[src/rtl/axil2sreg_bridge_if.sv]
// AXI4-Lite slave-side bundle for axil2sreg_bridge.
// The register strobe bus stays as plain ports on the bridge.
interface axil2sreg_bridge_if;
    logic [31:0] s_awaddr;
    logic        s_awvalid;
    logic        s_awready;
    logic [31:0] s_wdata;
    logic [3:0]  s_wstrb;
    logic        s_wvalid;
    logic        s_wready;
    logic [1:0]  s_bresp;
    logic        s_bvalid;
    logic        s_bready;
    logic [31:0] s_araddr;
    logic        s_arvalid;
    logic        s_arready;
    logic [31:0] s_rdata;
    logic [1:0]  s_rresp;
    logic        s_rvalid;
    logic        s_rready;

    modport slave (
        input  s_awaddr, s_awvalid,
        input  s_wdata, s_wstrb, s_wvalid,
        input  s_bready,
        input  s_araddr, s_arvalid,
        input  s_rready,
        output s_awready, s_wready,
        output s_bresp, s_bvalid,
        output s_arready,
        output s_rdata, s_rresp, s_rvalid
    );

    modport master (
        output s_awaddr, s_awvalid,
        output s_wdata, s_wstrb, s_wvalid,
        output s_bready,
        output s_araddr, s_arvalid,
        output s_rready,
        input  s_awready, s_wready,
        input  s_bresp, s_bvalid,
        input  s_arready,
        input  s_rdata, s_rresp, s_rvalid
    );
endinterface

[src/rtl/axil2sreg_bridge.sv]
// axil2sreg_bridge: AXI4-Lite slave turning each access into one reg strobe.
// Optional macro AXIL2SREG_DECERR_EN: out-of-window addresses get SLVERR.
module axil2sreg_bridge #(
    parameter int          ADDR_W   = 18,
    parameter logic [31:0] WIN_BASE = 32'h0
) (
    input  logic              clk,
    input  logic              rst_n,
    axil2sreg_bridge_if.slave bus,
    output logic              reg_en,
    output logic              reg_wen,
    output logic [ADDR_W-1:0] reg_addr,
    output logic [31:0]       reg_din,
    input  logic [31:0]       reg_dout
);

    typedef enum logic [2:0] {
        IDLE,
        WSTB,
        RSTB,
        BRESP,
        RRESP
    } state_e;

    state_e state_q, state_d;

    logic              aw_got_q, aw_got_d;
    logic              w_got_q, w_got_d;
    logic [ADDR_W-1:0] awaddr_q, awaddr_d;
    logic              aw_err_q, aw_err_d;
    logic [31:0]       wdata_q, wdata_d;
    logic              prio_q, prio_d;
    logic              err_q, err_d;
    logic [ADDR_W-1:0] reg_addr_q, reg_addr_d;
    logic [31:0]       reg_din_q, reg_din_d;
    logic [31:0]       rdata_q, rdata_d;
    logic [1:0]        bresp_q, bresp_d;
    logic [1:0]        rresp_q, rresp_d;

    logic              in_idle;
    logic              aw_hs;
    logic              w_hs;
    logic              wr_rdy;
    logic              ar_ok;
    logic              ar_req;
    logic              contest;
    logic              grant_w;
    logic              grant_r;
    logic              aw_err;
    logic              ar_err;
    logic              wr_err;
    logic [ADDR_W-1:0] aw_addr_now;
    logic [ADDR_W-1:0] ar_addr_now;

    // Byte address with the word-offset bits dropped
    assign aw_addr_now = {bus.s_awaddr[ADDR_W-1:2], 2'b00};
    assign ar_addr_now = {bus.s_araddr[ADDR_W-1:2], 2'b00};

`ifdef AXIL2SREG_DECERR_EN
    assign aw_err = bus.s_awaddr[31:ADDR_W] != WIN_BASE[31:ADDR_W];
    assign ar_err = bus.s_araddr[31:ADDR_W] != WIN_BASE[31:ADDR_W];
`else
    assign aw_err = 1'b0;
    assign ar_err = 1'b0;
`endif

    // Strobes are full-word; sub-word and window bits may go unused
    logic unused_ok;
    assign unused_ok = ^{bus.s_wstrb,
                         bus.s_awaddr[1:0], bus.s_araddr[1:0],
                         bus.s_awaddr[31:ADDR_W], bus.s_araddr[31:ADDR_W],
                         WIN_BASE};

    // Nothing is accepted while reset is held
    assign in_idle = (state_q == IDLE) && rst_n;

    assign aw_hs  = in_idle && !aw_got_q && bus.s_awvalid;
    assign w_hs   = in_idle && !w_got_q && bus.s_wvalid;
    assign wr_rdy = in_idle && (aw_got_q || aw_hs) && (w_got_q || w_hs);

    // A half-captured write blocks new reads until it completes
    assign ar_ok  = !aw_got_q && !w_got_q;
    assign ar_req = in_idle && ar_ok && bus.s_arvalid;

    // prio_q=1 favours the read when both directions compete
    assign contest = wr_rdy && ar_req;
    assign grant_w = wr_rdy && !(contest && prio_q);
    assign grant_r = ar_req && !grant_w;

    assign wr_err = aw_got_q ? aw_err_q : aw_err;

    // State register
    always_ff @(posedge clk or negedge rst_n) begin
        if (!rst_n) begin
            state_q <= IDLE;
        end else begin
            state_q <= state_d;
        end
    end

    // Next-state: grant, one strobe cycle, then wait for the response
    always_comb begin
        state_d = state_q;
        unique case (state_q)
            IDLE: begin
                if (grant_w) begin
                    state_d = WSTB;
                end else if (grant_r) begin
                    state_d = RSTB;
                end
            end
            WSTB:  state_d = BRESP;
            RSTB:  state_d = RRESP;
            BRESP: begin
                if (bus.s_bready) begin
                    state_d = IDLE;
                end
            end
            RRESP: begin
                if (bus.s_rready) begin
                    state_d = IDLE;
                end
            end
            default: state_d = IDLE;
        endcase
    end

    // Handshake and strobe outputs decoded from state
    always_comb begin
        bus.s_awready = in_idle && !aw_got_q;
        bus.s_wready  = in_idle && !w_got_q;
        bus.s_arready = in_idle && ar_ok && !grant_w;
        bus.s_bvalid  = (state_q == BRESP);
        bus.s_rvalid  = (state_q == RRESP);
        reg_en        = ((state_q == WSTB) || (state_q == RSTB)) && !err_q;
        reg_wen       = (state_q == WSTB) && !err_q;
    end

    // Capture channels, latch the granted access, sample read data
    always_comb begin
        aw_got_d   = aw_got_q;
        w_got_d    = w_got_q;
        awaddr_d   = awaddr_q;
        aw_err_d   = aw_err_q;
        wdata_d    = wdata_q;
        prio_d     = prio_q;
        err_d      = err_q;
        reg_addr_d = reg_addr_q;
        reg_din_d  = reg_din_q;
        rdata_d    = rdata_q;
        bresp_d    = bresp_q;
        rresp_d    = rresp_q;

        if (aw_hs) begin
            aw_got_d = 1'b1;
            awaddr_d = aw_addr_now;
            aw_err_d = aw_err;
        end
        if (w_hs) begin
            w_got_d = 1'b1;
            wdata_d = bus.s_wdata;
        end

        // Round-robin only moves when both sides actually competed
        if (contest) begin
            prio_d = grant_w;
        end

        if (grant_w) begin
            reg_addr_d = aw_got_q ? awaddr_q : aw_addr_now;
            reg_din_d  = w_got_q ? wdata_q : bus.s_wdata;
            err_d      = wr_err;
            bresp_d    = {wr_err, 1'b0};
        end else if (grant_r) begin
            reg_addr_d = ar_addr_now;
            err_d      = ar_err;
            rresp_d    = {ar_err, 1'b0};
        end

        if (state_q == RSTB) begin
            rdata_d = err_q ? 32'h0 : reg_dout;
        end

        if ((state_q == BRESP) && bus.s_bready) begin
            aw_got_d = 1'b0;
            w_got_d  = 1'b0;
        end
    end

    // Datapath and bookkeeping registers
    always_ff @(posedge clk or negedge rst_n) begin
        if (!rst_n) begin
            aw_got_q   <= 1'b0;
            w_got_q    <= 1'b0;
            awaddr_q   <= '0;
            aw_err_q   <= 1'b0;
            wdata_q    <= 32'h0;
            prio_q     <= 1'b0;
            err_q      <= 1'b0;
            reg_addr_q <= '0;
            reg_din_q  <= 32'h0;
            rdata_q    <= 32'h0;
            bresp_q    <= 2'b00;
            rresp_q    <= 2'b00;
        end else begin
            aw_got_q   <= aw_got_d;
            w_got_q    <= w_got_d;
            awaddr_q   <= awaddr_d;
            aw_err_q   <= aw_err_d;
            wdata_q    <= wdata_d;
            prio_q     <= prio_d;
            err_q      <= err_d;
            reg_addr_q <= reg_addr_d;
            reg_din_q  <= reg_din_d;
            rdata_q    <= rdata_d;
            bresp_q    <= bresp_d;
            rresp_q    <= rresp_d;
        end
    end

    assign reg_addr    = reg_addr_q;
    assign reg_din     = reg_din_q;
    assign bus.s_rdata = rdata_q;
    assign bus.s_bresp = bresp_q;
    assign bus.s_rresp = rresp_q;

endmodule
[src/flat_wrapper.sv]
// flat-port wrapper written by rule: the top's interface ports become plain ports
module axil2sreg_bridge_flat 
#(
    parameter int          ADDR_W   = 18,
    parameter logic [31:0] WIN_BASE = 32'h0
)
  (clk, rst_n, reg_en, reg_wen, reg_addr, reg_din, reg_dout, bus_s_awaddr, bus_s_awvalid, bus_s_wdata, bus_s_wstrb, bus_s_wvalid, bus_s_bready, bus_s_araddr, bus_s_arvalid, bus_s_rready, bus_s_awready, bus_s_wready, bus_s_bresp, bus_s_bvalid, bus_s_arready, bus_s_rdata, bus_s_rresp, bus_s_rvalid);
  axil2sreg_bridge_if bus_i ();
  input  logic clk;
  input  logic rst_n;
  output logic reg_en;
  output logic reg_wen;
  output logic [ADDR_W-1:0] reg_addr;
  output logic [31:0] reg_din;
  input  logic [31:0] reg_dout;
  input wire logic [$bits(bus_i.s_awaddr)-1:0] bus_s_awaddr;
  input wire logic [$bits(bus_i.s_awvalid)-1:0] bus_s_awvalid;
  input wire logic [$bits(bus_i.s_wdata)-1:0] bus_s_wdata;
  input wire logic [$bits(bus_i.s_wstrb)-1:0] bus_s_wstrb;
  input wire logic [$bits(bus_i.s_wvalid)-1:0] bus_s_wvalid;
  input wire logic [$bits(bus_i.s_bready)-1:0] bus_s_bready;
  input wire logic [$bits(bus_i.s_araddr)-1:0] bus_s_araddr;
  input wire logic [$bits(bus_i.s_arvalid)-1:0] bus_s_arvalid;
  input wire logic [$bits(bus_i.s_rready)-1:0] bus_s_rready;
  output wire logic [$bits(bus_i.s_awready)-1:0] bus_s_awready;
  output wire logic [$bits(bus_i.s_wready)-1:0] bus_s_wready;
  output wire logic [$bits(bus_i.s_bresp)-1:0] bus_s_bresp;
  output wire logic [$bits(bus_i.s_bvalid)-1:0] bus_s_bvalid;
  output wire logic [$bits(bus_i.s_arready)-1:0] bus_s_arready;
  output wire logic [$bits(bus_i.s_rdata)-1:0] bus_s_rdata;
  output wire logic [$bits(bus_i.s_rresp)-1:0] bus_s_rresp;
  output wire logic [$bits(bus_i.s_rvalid)-1:0] bus_s_rvalid;
  assign bus_i.s_awaddr = bus_s_awaddr;
  assign bus_i.s_awvalid = bus_s_awvalid;
  assign bus_i.s_wdata = bus_s_wdata;
  assign bus_i.s_wstrb = bus_s_wstrb;
  assign bus_i.s_wvalid = bus_s_wvalid;
  assign bus_i.s_bready = bus_s_bready;
  assign bus_i.s_araddr = bus_s_araddr;
  assign bus_i.s_arvalid = bus_s_arvalid;
  assign bus_i.s_rready = bus_s_rready;
  assign bus_s_awready = bus_i.s_awready;
  assign bus_s_wready = bus_i.s_wready;
  assign bus_s_bresp = bus_i.s_bresp;
  assign bus_s_bvalid = bus_i.s_bvalid;
  assign bus_s_arready = bus_i.s_arready;
  assign bus_s_rdata = bus_i.s_rdata;
  assign bus_s_rresp = bus_i.s_rresp;
  assign bus_s_rvalid = bus_i.s_rvalid;
  axil2sreg_bridge #(.ADDR_W(ADDR_W), .WIN_BASE(WIN_BASE)) u_core (.clk(clk), .rst_n(rst_n), .bus(bus_i), .reg_en(reg_en), .reg_wen(reg_wen), .reg_addr(reg_addr), .reg_din(reg_din), .reg_dout(reg_dout));
endmodule
[config.mk]
export PLATFORM = sky130hd
export DESIGN_NAME = axil2sreg_bridge_flat
export DESIGN_NICKNAME = d
export VERILOG_FILES = /design/src/rtl/axil2sreg_bridge_if.sv /design/src/rtl/axil2sreg_bridge.sv /design/src/flat_wrapper.sv
export SDC_FILE = /design/constraint.sdc
export NUM_CORES = 1
export LEC_CHECK = 0
export CORE_MARGIN = 3
export CORE_UTILIZATION = 40
export DETAILED_ROUTE_END_ITERATION = 16
export MAX_ROUTING_LAYER = met4
export PLACE_DENSITY = 0.82
export SYNTH_ARGS = -nofsm -noshare
export SYNTH_HDL_FRONTEND = slang
export SYNTH_SLANG_ARGS = --single-unit
[constraint.sdc]
create_clock -name clk -period 2 [get_ports clk]
set_input_delay 0.4 -clock clk [delete_from_list [all_inputs] [get_ports clk]]
set_output_delay 0.4 -clock clk [all_outputs]
set_load 0.1 [all_outputs]
* Word level (Yosys, flattened, before mapping) *
Index checks and enable logic that the tools add are counted.

cells by class
  eq/ne operators = 7
  mux-type cells = 16
  reductions and logical operators = 31

operators with widths
  operator              number
  $mux W32              2
  $mux W18              3
  $logic_and A1 B1 Y1   18
  $pmux W3 S5           1
  $mux W3               4
  $eq A3 B2 Y1 const B  2
  $mux W1               6
  $reduce_bool A2 Y1    3
  $logic_not A1 Y1      5
  $ne A2 B2 Y1 const B  2
  $eq A3 B1 Y1 const B  1
  $eq A3 B3 Y1 const B  1
  $logic_not A3 Y1      1
  $logic_or A1 B1 Y1    3
  $ne A3 B1 Y1 const B  1
  $reduce_and A3 Y1     1

storage, ports and cells
  bits in registers = 137
  bits of input ports = 139
  output and inout port bits = 93
  word-level logic and storage cells = 64

* Logic depth before layout (Yosys ltp) *
Gate-level depths: netlist of run 1.

  depth in word-level cells = 16
  mapped depth = 7
  depth with buffers taken out = 4

* Least setup slack after synthesis of run 1 *
OpenSTA, ideal clock, no wires.

  path type = reg2out
  from = register u_core.aw_got_q
  to = output port bus_s_arready
  arrival time = 4.039 ns
  data required time = 1.600 ns
  path slack = -2.439 ns
  cell stages (with the launch flop) = 7
  buffers on the path = 3
  cells stage by stage = dfrtp_1 > buf_2 > o22a_1 > and3_1 > buf_2 > buf_4 > nor4_1

between the ends
  cells in the longest elaborated chain, start to end = 12
  elaborated cells between the ends (all ways) = 15
  those cells by class = reduce/logical (15)

RTL lines
  item                               line                                            source
  from (decl)                        axil2sreg_bridge.sv:27                          logic aw_got_q, aw_got_d;
  from (signal assigned)             axil2sreg_bridge.sv:206                         aw_got_q <= aw_got_d;
  $logic_not A1 Y1                   axil2sreg_bridge.sv:77, axil2sreg_bridge.sv:82
  $logic_and A1 B1 Y1 (2 in series)  axil2sreg_bridge.sv:77                          assign aw_hs = in_idle && !aw_got_q && bus.s_awvalid;
  $logic_or A1 B1 Y1                 axil2sreg_bridge.sv:79                          assign wr_rdy = in_idle && (aw_got_q || aw_hs) && (w_got_q || w_hs);
  $logic_and A1 B1 Y1 (2 in series)  axil2sreg_bridge.sv:79
  $logic_and A1 B1 Y1                axil2sreg_bridge.sv:86                          assign contest = wr_rdy && ar_req;
  $logic_and A1 B1 Y1                axil2sreg_bridge.sv:87                          assign grant_w = wr_rdy && !(contest && prio_q);
  $logic_not A1 Y1                   axil2sreg_bridge.sv:87
  $logic_and A1 B1 Y1                axil2sreg_bridge.sv:87
  $logic_not A1 Y1                   axil2sreg_bridge.sv:132                         bus.s_arready = in_idle && ar_ok && !grant_w;
  $logic_and A1 B1 Y1 (*)            axil2sreg_bridge.sv:132
  to (decl)                          flat_wrapper.sv:29                              output wire logic [$bits(bus_i.s_arready)-1:0] bus_s_arready;

Every way passes the cells marked *; elsewhere a longest branch is shown, timed or not.

* Worst setup path after layout of run 1 *
  from = register u_core.state_q[1]
  to = output port bus_s_arready

between the ends
  cells in the longest elaborated chain, start to end = 13
  elaborated cells between the ends (all ways) = 18
  those cells by class = reduce/logical (18)

RTL lines
  item                               line                     source
  from (decl)                        axil2sreg_bridge.sv:25   state_e state_q, state_d;
  from (signal assigned)             axil2sreg_bridge.sv:97   state_q <= state_d;
  $logic_not A3 Y1 (*)               axil2sreg_bridge.sv:75   assign in_idle = (state_q == IDLE) && rst_n;
  $logic_and A1 B1 Y1 (*)            axil2sreg_bridge.sv:75
  $logic_and A1 B1 Y1 (2 in series)  axil2sreg_bridge.sv:77
  $logic_or A1 B1 Y1                 axil2sreg_bridge.sv:79
  $logic_and A1 B1 Y1 (2 in series)  axil2sreg_bridge.sv:79
  $logic_and A1 B1 Y1                axil2sreg_bridge.sv:86
  $logic_and A1 B1 Y1                axil2sreg_bridge.sv:87
  $logic_not A1 Y1                   axil2sreg_bridge.sv:87
  $logic_and A1 B1 Y1                axil2sreg_bridge.sv:87
  $logic_not A1 Y1                   axil2sreg_bridge.sv:132
  $logic_and A1 B1 Y1 (*)            axil2sreg_bridge.sv:132

Marks and branches as above.

==> results of run 1 <==
[cell usage after synthesis, types with 2 or more instances]
cell | n | area share
sky130_fd_sc_hd__a211oi_1 | 16 | 0.020
sky130_fd_sc_hd__a21oi_1 | 2 | 0.0017
sky130_fd_sc_hd__buf_1 | 3 | 0.0019
sky130_fd_sc_hd__buf_2 | 6 | 0.0051
sky130_fd_sc_hd__buf_4 | 7 | 0.0089
sky130_fd_sc_hd__buf_6 | 4 | 0.0076
sky130_fd_sc_hd__clkbuf_1 | 14 | 0.0089
sky130_fd_sc_hd__dfrtp_1 | 134 | 0.57
sky130_fd_sc_hd__inv_1 | 3 | 0.0019
sky130_fd_sc_hd__mux2_2 | 40 | 0.076
sky130_fd_sc_hd__mux2_4 | 40 | 0.10
sky130_fd_sc_hd__mux2i_1 | 32 | 0.054
sky130_fd_sc_hd__nand2_1 | 49 | 0.031
sky130_fd_sc_hd__nor2_1 | 22 | 0.014
sky130_fd_sc_hd__nor2_4 | 2 | 0.0038
sky130_fd_sc_hd__nor2b_1 | 16 | 0.017
sky130_fd_sc_hd__nor3b_1 | 2 | 0.0025
sky130_fd_sc_hd__o21ai_0 | 33 | 0.028
sky130_fd_sc_hd__o31ai_1 | 16 | 0.020
[cells by family after synthesis]
logic type,after synthesis,synth area share
other cells,1,0.000636
xor+xnor,1,0.00149
flops,134,0.569
compound gates,71,0.0755
simple gates,103,0.0868
mux,112,0.233
buf+inv,37,0.0344
[per-stage QoR]
step | cell area, um2 | TNS, ps | instances
5_1_grt | 8820 | -920 | 865
2_1_floorplan | 5960 | -14390 | 464
3_3_place_gp | 8000 | -70.3 | 822
6_report | 8820 | -583 | 865
3_5_place_dp | 8000 | -319 | 822
4_1_cts | 8690 | -639 | 859
[worst max-delay path, delay by kind of cell, from the launching register on]
| family | cells | cell delay, ps |
|---|---|---|
| buf+inv | 1 | 220 |
| flops | 1 | 400 |
| simple gates | 2 | 830 |
[layout by cell type, fill, tap and decap left out, types with 19 or more instances in the layout]
cell / n
sky130_fd_sc_hd__dfrtp_1: 131
sky130_fd_sc_hd__buf_4: 102
sky130_fd_sc_hd__clkdlybuf4s50_1: 101
sky130_fd_sc_hd__nand2_1: 49
sky130_fd_sc_hd__mux2_4: 40
sky130_fd_sc_hd__mux2_2: 40
sky130_fd_sc_hd__o21ai_0: 33
sky130_fd_sc_hd__mux2i_1: 32
sky130_fd_sc_hd__nor2_1: 20
sky130_fd_sc_hd__clkbuf_16: 19
[sequential cells by signal, summed over array words and instances (netlist names)]
| name | flops |
|---|---|
| u_core.prio_q | 1 |
| u_core.wdata_q | 32 |
| u_core.awaddr_q | 16 |
| u_core.w_got_q | 1 |
| u_core.aw_got_q | 1 |
| u_core.bus.s_rdata | 32 |
| u_core.state_q | 3 |
| u_core.reg_din | 32 |
| u_core.reg_addr | 16 |
[layout make-up]
type	instances	area [um2]	share of cell area
clock buffer	19	453	0.0513
clock inverter	13	178	0.0201
inverter	3	11.3	0.00128
multi-input combinational	293	2460	0.279
sequential	134	3360	0.381
tap	180	225	0.0255
timing repair buffer	223	2140	0.242
[per-layer routing]
metal  vias up  track usage
met5         -            -
met2       148        0.302
met3        16       0.0489
met4         0       0.0625
met1      2155        0.226
li1       2032            -
[what timing repair did]
action | in CTS | in global routing
buffers inserted | 4 | 3
endpoints found under the setup margin | 5 | 44
gates resized for setup | 7 | 7
endpoints found under the hold margin | 23 | 0
pin swaps | 5 | 5
hold buffers | 1 | 0
gates cloned | 0 | 3
[worst paths after layout]
path	start	endpoint	slack [ps]	cells past startpoint
worst min-delay path	rst_n	u_core.reg_din[5]$_DFFE_PN0N_	80	2
worst max-delay path	u_core.state_q[1]$_DFFE_PN0P_	bus_s_arready	-250	3
max in group asynchronous	rst_n	u_core.state_q[1]$_DFFE_PN0P_	450	3
worst min register to register	u_core.prio_q$_DFFE_PN0N_	u_core.prio_q$_DFFE_PN0N_	480	1
min in group clk	u_core.prio_q$_DFFE_PN0N_	u_core.prio_q$_DFFE_PN0N_	480	1
worst max register to register	u_core.state_q[1]$_DFFE_PN0P_	u_core.wdata_q[4]$_DFFE_PN0P_	40	6
==> results.md, run 1 <==
- The clock period minus final worst setup slack is 2250 ps.
- The die covers 16200 um2.
- The most used flip-flop cell after synthesis is sky130_fd_sc_hd__dfrtp_1.
- The congestion estimate from routability-driven global placement came to 0.798.
- Counting the fill cells in the layout gives 1043.
- The final global-route overflow total is 0.
- The number of buffer cells added on primary ports is 189.
- The site row count is 43.
- The flow ran to the end, but the final reports show violations.
- The topmost layer with routed signal wires is met4.
- Buffers inserted during clock tree synthesis total 17.
- The share of the Yosys chip area taken by registers is 0.569.
- The cell count after synthesis is 459.
- The first global-routing pass estimated 23400 um of wire.
- The pin count of the biggest net entering global routing is 112.
- In the routed layout, each cell is associated on average with a via count of 5.03.
- The tightest hold margin is 77.1 ps.
- The initial standard-cell utilization of the core is 0.417.
- The routed design has 14800 um of wire.
- The final layout contains 811 nets.
- The detail route stage leaves a number of antenna-violating nets equal to 0.
- After detailed routing, the number of remaining DRC violations is 0.
- After detailed routing, the met3 layer carries 850 um of wire.
- The HPWL after detailed placement is 10200 um.
- The endpoint required time on the critical path is 1600 ps.
- Timing would allow up to 444 MHz.
- The hold violation total from the final report is 0.
- Along the worst path, the maximum fanout reaches 3.
- The clock tree from TritonCTS is done.
- The type of the setup path with the least slack is register to output port.
- Setup repair after global routing could not meet its margin everywhere.
- The number of library cell types mapped by synthesis is 37.
- In this run the number of H-tree levels came out at 4.
- Counting flops with a built-in enable in the synthesized netlist gives 0.
- Across every metal layer, demand over resource in global routing totals 0.186.
- The slowest stage cell on the critical path is sky130_fd_sc_hd__or4b_4.
- Dividing the detail-routed wire length by the instance count gives 17.1 um.
- The mean area per synthesized cell is 12.8 um2.
- The total met2 wirelength after detailed routing is 7400 um.
- The tree is rooted in a sky130_fd_sc_hd__clkbuf_16.
- Pin placement for this block handled 232 I/O pins.
- The worst hold path belongs to the class primary input to async pin.
- The clock passes through at most 2 buffers.
- The share of async-settable or async-resettable flops after synthesis is 1.00.
- The final setup violation count is 4.
- The worst setup path is launched from a register.
- The fraction of layout cells with a size suffix above 1 is 0.369.
- The number of antenna violations at the first check in global routing is 0.
- The pin slew with the least headroom to its limit is 1060 ps.
- The final reports fail on setup timing.
- The cell area after technology mapping is 5900 um2.
- The worst-case clock skew is 5.26 ps.
- The final critical-path share of the clock period is 1.13.
- For this run, the share of the core covered by cells in the final layout is 0.623.
- The number of optimization iterations in the first detailed-route pass is 4.
- The clock drives 134 sinks.
- The die is 127 um wide.
- The worst setup path is captured at an output port.
- The CTS clock-pin slew for the worst setup and hold paths is 50 ps.
- The signal on the critical path passes through or4b_4 > nor4_4 > buf_12.
- The clock latency on the worst-skew pair is 400 ps.
- The antenna cell count is 0.
- The routed layout has 4351 vias.
- The Yosys step of the flow raised 0 warnings.
- The max-slew violation count came to 0.
- The relative max-transition margin is 0.294.
- For this block, wires on met1 add up to 6390 um.
- The tool flagged a number of max-cap violations equal to 0.
- From bottom edge to top edge, the die measures 127 um.
- The relative area change from synthesis to final layout is 49.6%.
- The number of global-route vias before repair was 4604.
- The final worst-path setup slack is -255 ps.
- For the worst setup path, the data arrival time is 1850 ps.
- The number of storage elements in the synthesis netlist is 134.
- After floorplanning, the core was sized to cover 14100 um2.
- The setup slack after placement is -114 ps.
- For this block, the initial DRC count from the detailed router was 182.
- In this design, the stage delay of the slowest critical-path cell is 610 ps.
Power of run 1 is left out: the tool's default activity adds up to more than one toggle a clock period on the data nets, which glitch-free logic cannot reach.
==> inputs of run 2 (changes only) <==
CTS_CLUSTER_DIAMETER = 50   (was default)
RECOVER_POWER = 25   (was default)
==> results.md, run 2 (same netlist as run 1, synthesis figures left out) <==
- In the post-route analysis, the smallest setup slack over all paths is -256 ps.
- The slowest stage cell on the critical path is sky130_fd_sc_hd__or4b_4.
- In this run the number of cells on the critical path is 3.
- The peak clock frequency supported by timing is 443 MHz.
- TritonCTS built the clock tree.
- The max-slew violation count is 0.
- The pin count of the biggest net entering global routing is 112.
- The CTS clock-pin slew for the worst setup and hold paths is 60 ps.
- The number of antenna violations at the first check in global routing is 1.
- Routability-driven placement finished with a final weighted congestion of 0.798.
- The worst flop-to-flop path startpoint is u_core.state_q[1]$_DFFE_PN0P_.
- For this run, design rule violations remaining after detail routing come to 0.
- The critical path in this run is classified as register to output port.
- The sort of element at the end of the critical path is an output port.
- Detailed routing inserted a total of 4358 vias.
- The final layout contains routed wiring with a total length of 14800 um.
- Traced cell by cell, the critical path runs through or4b_4 > nor4_4 > buf_12.
- The endpoint required time on the critical path is 1600 ps.
- The sum of buffers and inverters on the critical path is 1.
- The total track usage is 0.186.
- The core area is 14100 um2.
- Dividing the detail-routed via count by the number of cells gives 5.03.
- Buffers placed on the I/O ports in this run total 189.
- After detailed routing, the average wire length per cell comes to 17.1 um.
- Data on the critical path arrives at its endpoint at 1860 ps.
- From left edge to right edge, the die measures 127 um.
- In the final layout, the share of cells above drive strength 1 is 0.368.
- The start point of the critical path is u_core.state_q[1]$_DFFE_PN0P_.
- Counting along the longest clock path gives a buffer depth of 2.
- The destination of the worst register-to-register timing path is u_core.wdata_q[4]$_DFFE_PN0P_.
- The first detailed-routing pass took 4 iterations.
- Summed over all layers, the global routing overflow is 0.
- Leaving out fill and tap cells, the most frequent cells in the layout are sky130_fd_sc_hd__dfrtp_1 (131), sky130_fd_sc_hd__buf_4 (102), sky130_fd_sc_hd__clkdlybuf4s50_1 (101).
- The pin slew with the least headroom to its limit is 1450 ps.
- For flop-to-flop paths, the worst setup slack is 40 ps.
- The min-delay analysis places its worst path in the category register to register.
- At the end of the flow the core is filled with cells to 0.622.
- The final setup violation count is 4.
- In this run the remaining antenna-violating nets after routing total 0.
- The relative max-transition margin is 0.0301.
- Fill cells in the final layout number 1046.
- The clock period minus final worst setup slack is 2260 ps.
- The run finished, with violations left.
- The family with the most delay on the worst path is simple AND/OR/NAND/NOR gates.
- The initial standard-cell utilization of the core is 0.417.
- For this design, the sink count on the clock tree is 134.
- The die footprint is 16200 um2.
- The startpoint type of the worst setup path is a register.
- Clock latency on the worst-skew pair, taken at its later pin, is 410 ps.
- The placed instances occupy a cell area of 8000 um2.
- The worst-case clock skew is 5.20 ps.
- The worst-path maximum fanout is 3.
- The net count of the finished layout is 811.
- The post-placement cell count is 822.
- The root cell of the clock tree is sky130_fd_sc_hd__clkbuf_16.
- In this run, the number of DRC markers left after iteration 0 of detailed routing was 195.
- The checks that failed: setup timing.
- The depth of the CTS H-tree is 4.
- The setup slack after placement is -114 ps.
- The half-perimeter wire length of the detailed placement result is 10200 um.
- The global-route wire length before repair is 23400 um.
- Counting cells, the worst reg-to-reg path comes to 6.
- Leaving out fill and tap cells, the most frequent cell in the layout is sky130_fd_sc_hd__dfrtp_1.
- The site row count is 43.
- The hold violation total from the final report is 0.
- In this run the worst setup path terminates at bus_s_arready.
- The die is 127 um tall.
- The relative area change from synthesis to final layout is 49.3%.
- The post-route cell area is 8800 um2.
- The number of cells in the finished layout apart from fillers is 866.
- Clock tree synthesis inserted a total of 17 buffers.
- Of the available clock period, the critical path in the final layout requires 1.13.
- The tool flagged a number of max-cap violations equal to 0.
- The biggest cell delay along the critical path is 610 ps.
- Setup repair after global routing could not meet its margin everywhere.
- The number of global-route vias before repair is 4604.
- During I/O placement, the number of pins put on the boundary was 232.
[run 2: cell types whose count changed in the layout (fill, tap and decap cells not counted), sizes merged]
cell / before / now
diode: 0 / 1
clkbuf: 21 / 23
buf: 119 / 117
[run 2: repair_timing]
item,CTS,global route
hold buffers,1,0
buffers inserted,4,3
cloned,0,3
gates resized for setup,7,7
setup endpoints to repair,5,44
endpoints found under the hold margin,23,0
pin swaps,5,5
[run 2: worst min-delay path by stage]
stage                         startpoint                       endpoint  slack (ps)  cells after the start
4_1_cts                            rst_n  u_core.wdata_q[5]$_DFFE_PN0P_         100                      2
3_3_place_gp                       rst_n    u_core.aw_got_q$_DFFE_PN0P_         420                      2
5_1_grt        u_core.prio_q$_DFFE_PN0N_      u_core.prio_q$_DFFE_PN0N_         500                      1
6_report       u_core.prio_q$_DFFE_PN0N_      u_core.prio_q$_DFFE_PN0N_         480                      1
2_1_floorplan                      rst_n    u_core.aw_got_q$_DFFE_PN0P_         100                      0
3_5_place_dp                       rst_n  u_core.state_q[1]$_DFFE_PN0P_         430                      2
[run 2: layout make-up]
| cell class | instances | area (um2) | area share |
|---|---|---|---|
| clock buffers | 19 | 453 | 0.0514 |
| inverters | 3 | 11.3 | 0.00128 |
| well taps | 180 | 225 | 0.0256 |
| clock inverters | 13 | 178 | 0.0202 |
| repair buffers | 223 | 2120 | 0.240 |
| multi-input cells | 293 | 2460 | 0.280 |
| diodes | 1 | 2.50 | 0.000284 |
| flip-flops and latches | 134 | 3360 | 0.381 |
[run 2: metrics by stage]
| step | hold slack, ps | setup TNS (ps) |
|---|---|---|
| after detailed placement | 433 | -319 |
| after global routing | 499 | -920 |
| after global placement | 420 | -70.3 |
| final | 478 | -591 |
| after floorplan | 104 | -14390 |
| after CTS | 97.8 | -639 |
[run 2: routing by layer]
metal / up-vias / GRT usage / part of all wire
met3: 16 / 0.0489 / 0.059
met4: 0 / 0.0625 / 0.011
met5: - / - / 0
li1: 2031 / - / -
met2: 146 / 0.302 / 0.50
met1: 2165 / 0.226 / 0.43
[run 2: worst reg2reg max path: cells and delay by family, from the launching register on]
kind | cells | cell delay, ps
buffers and inverters | 2 | 320
flip-flops | 1 | 400
multiplexers | 1 | 310
AND/OR/NAND/NOR | 3 | 830
Power of run 2 is left out for the same reason.
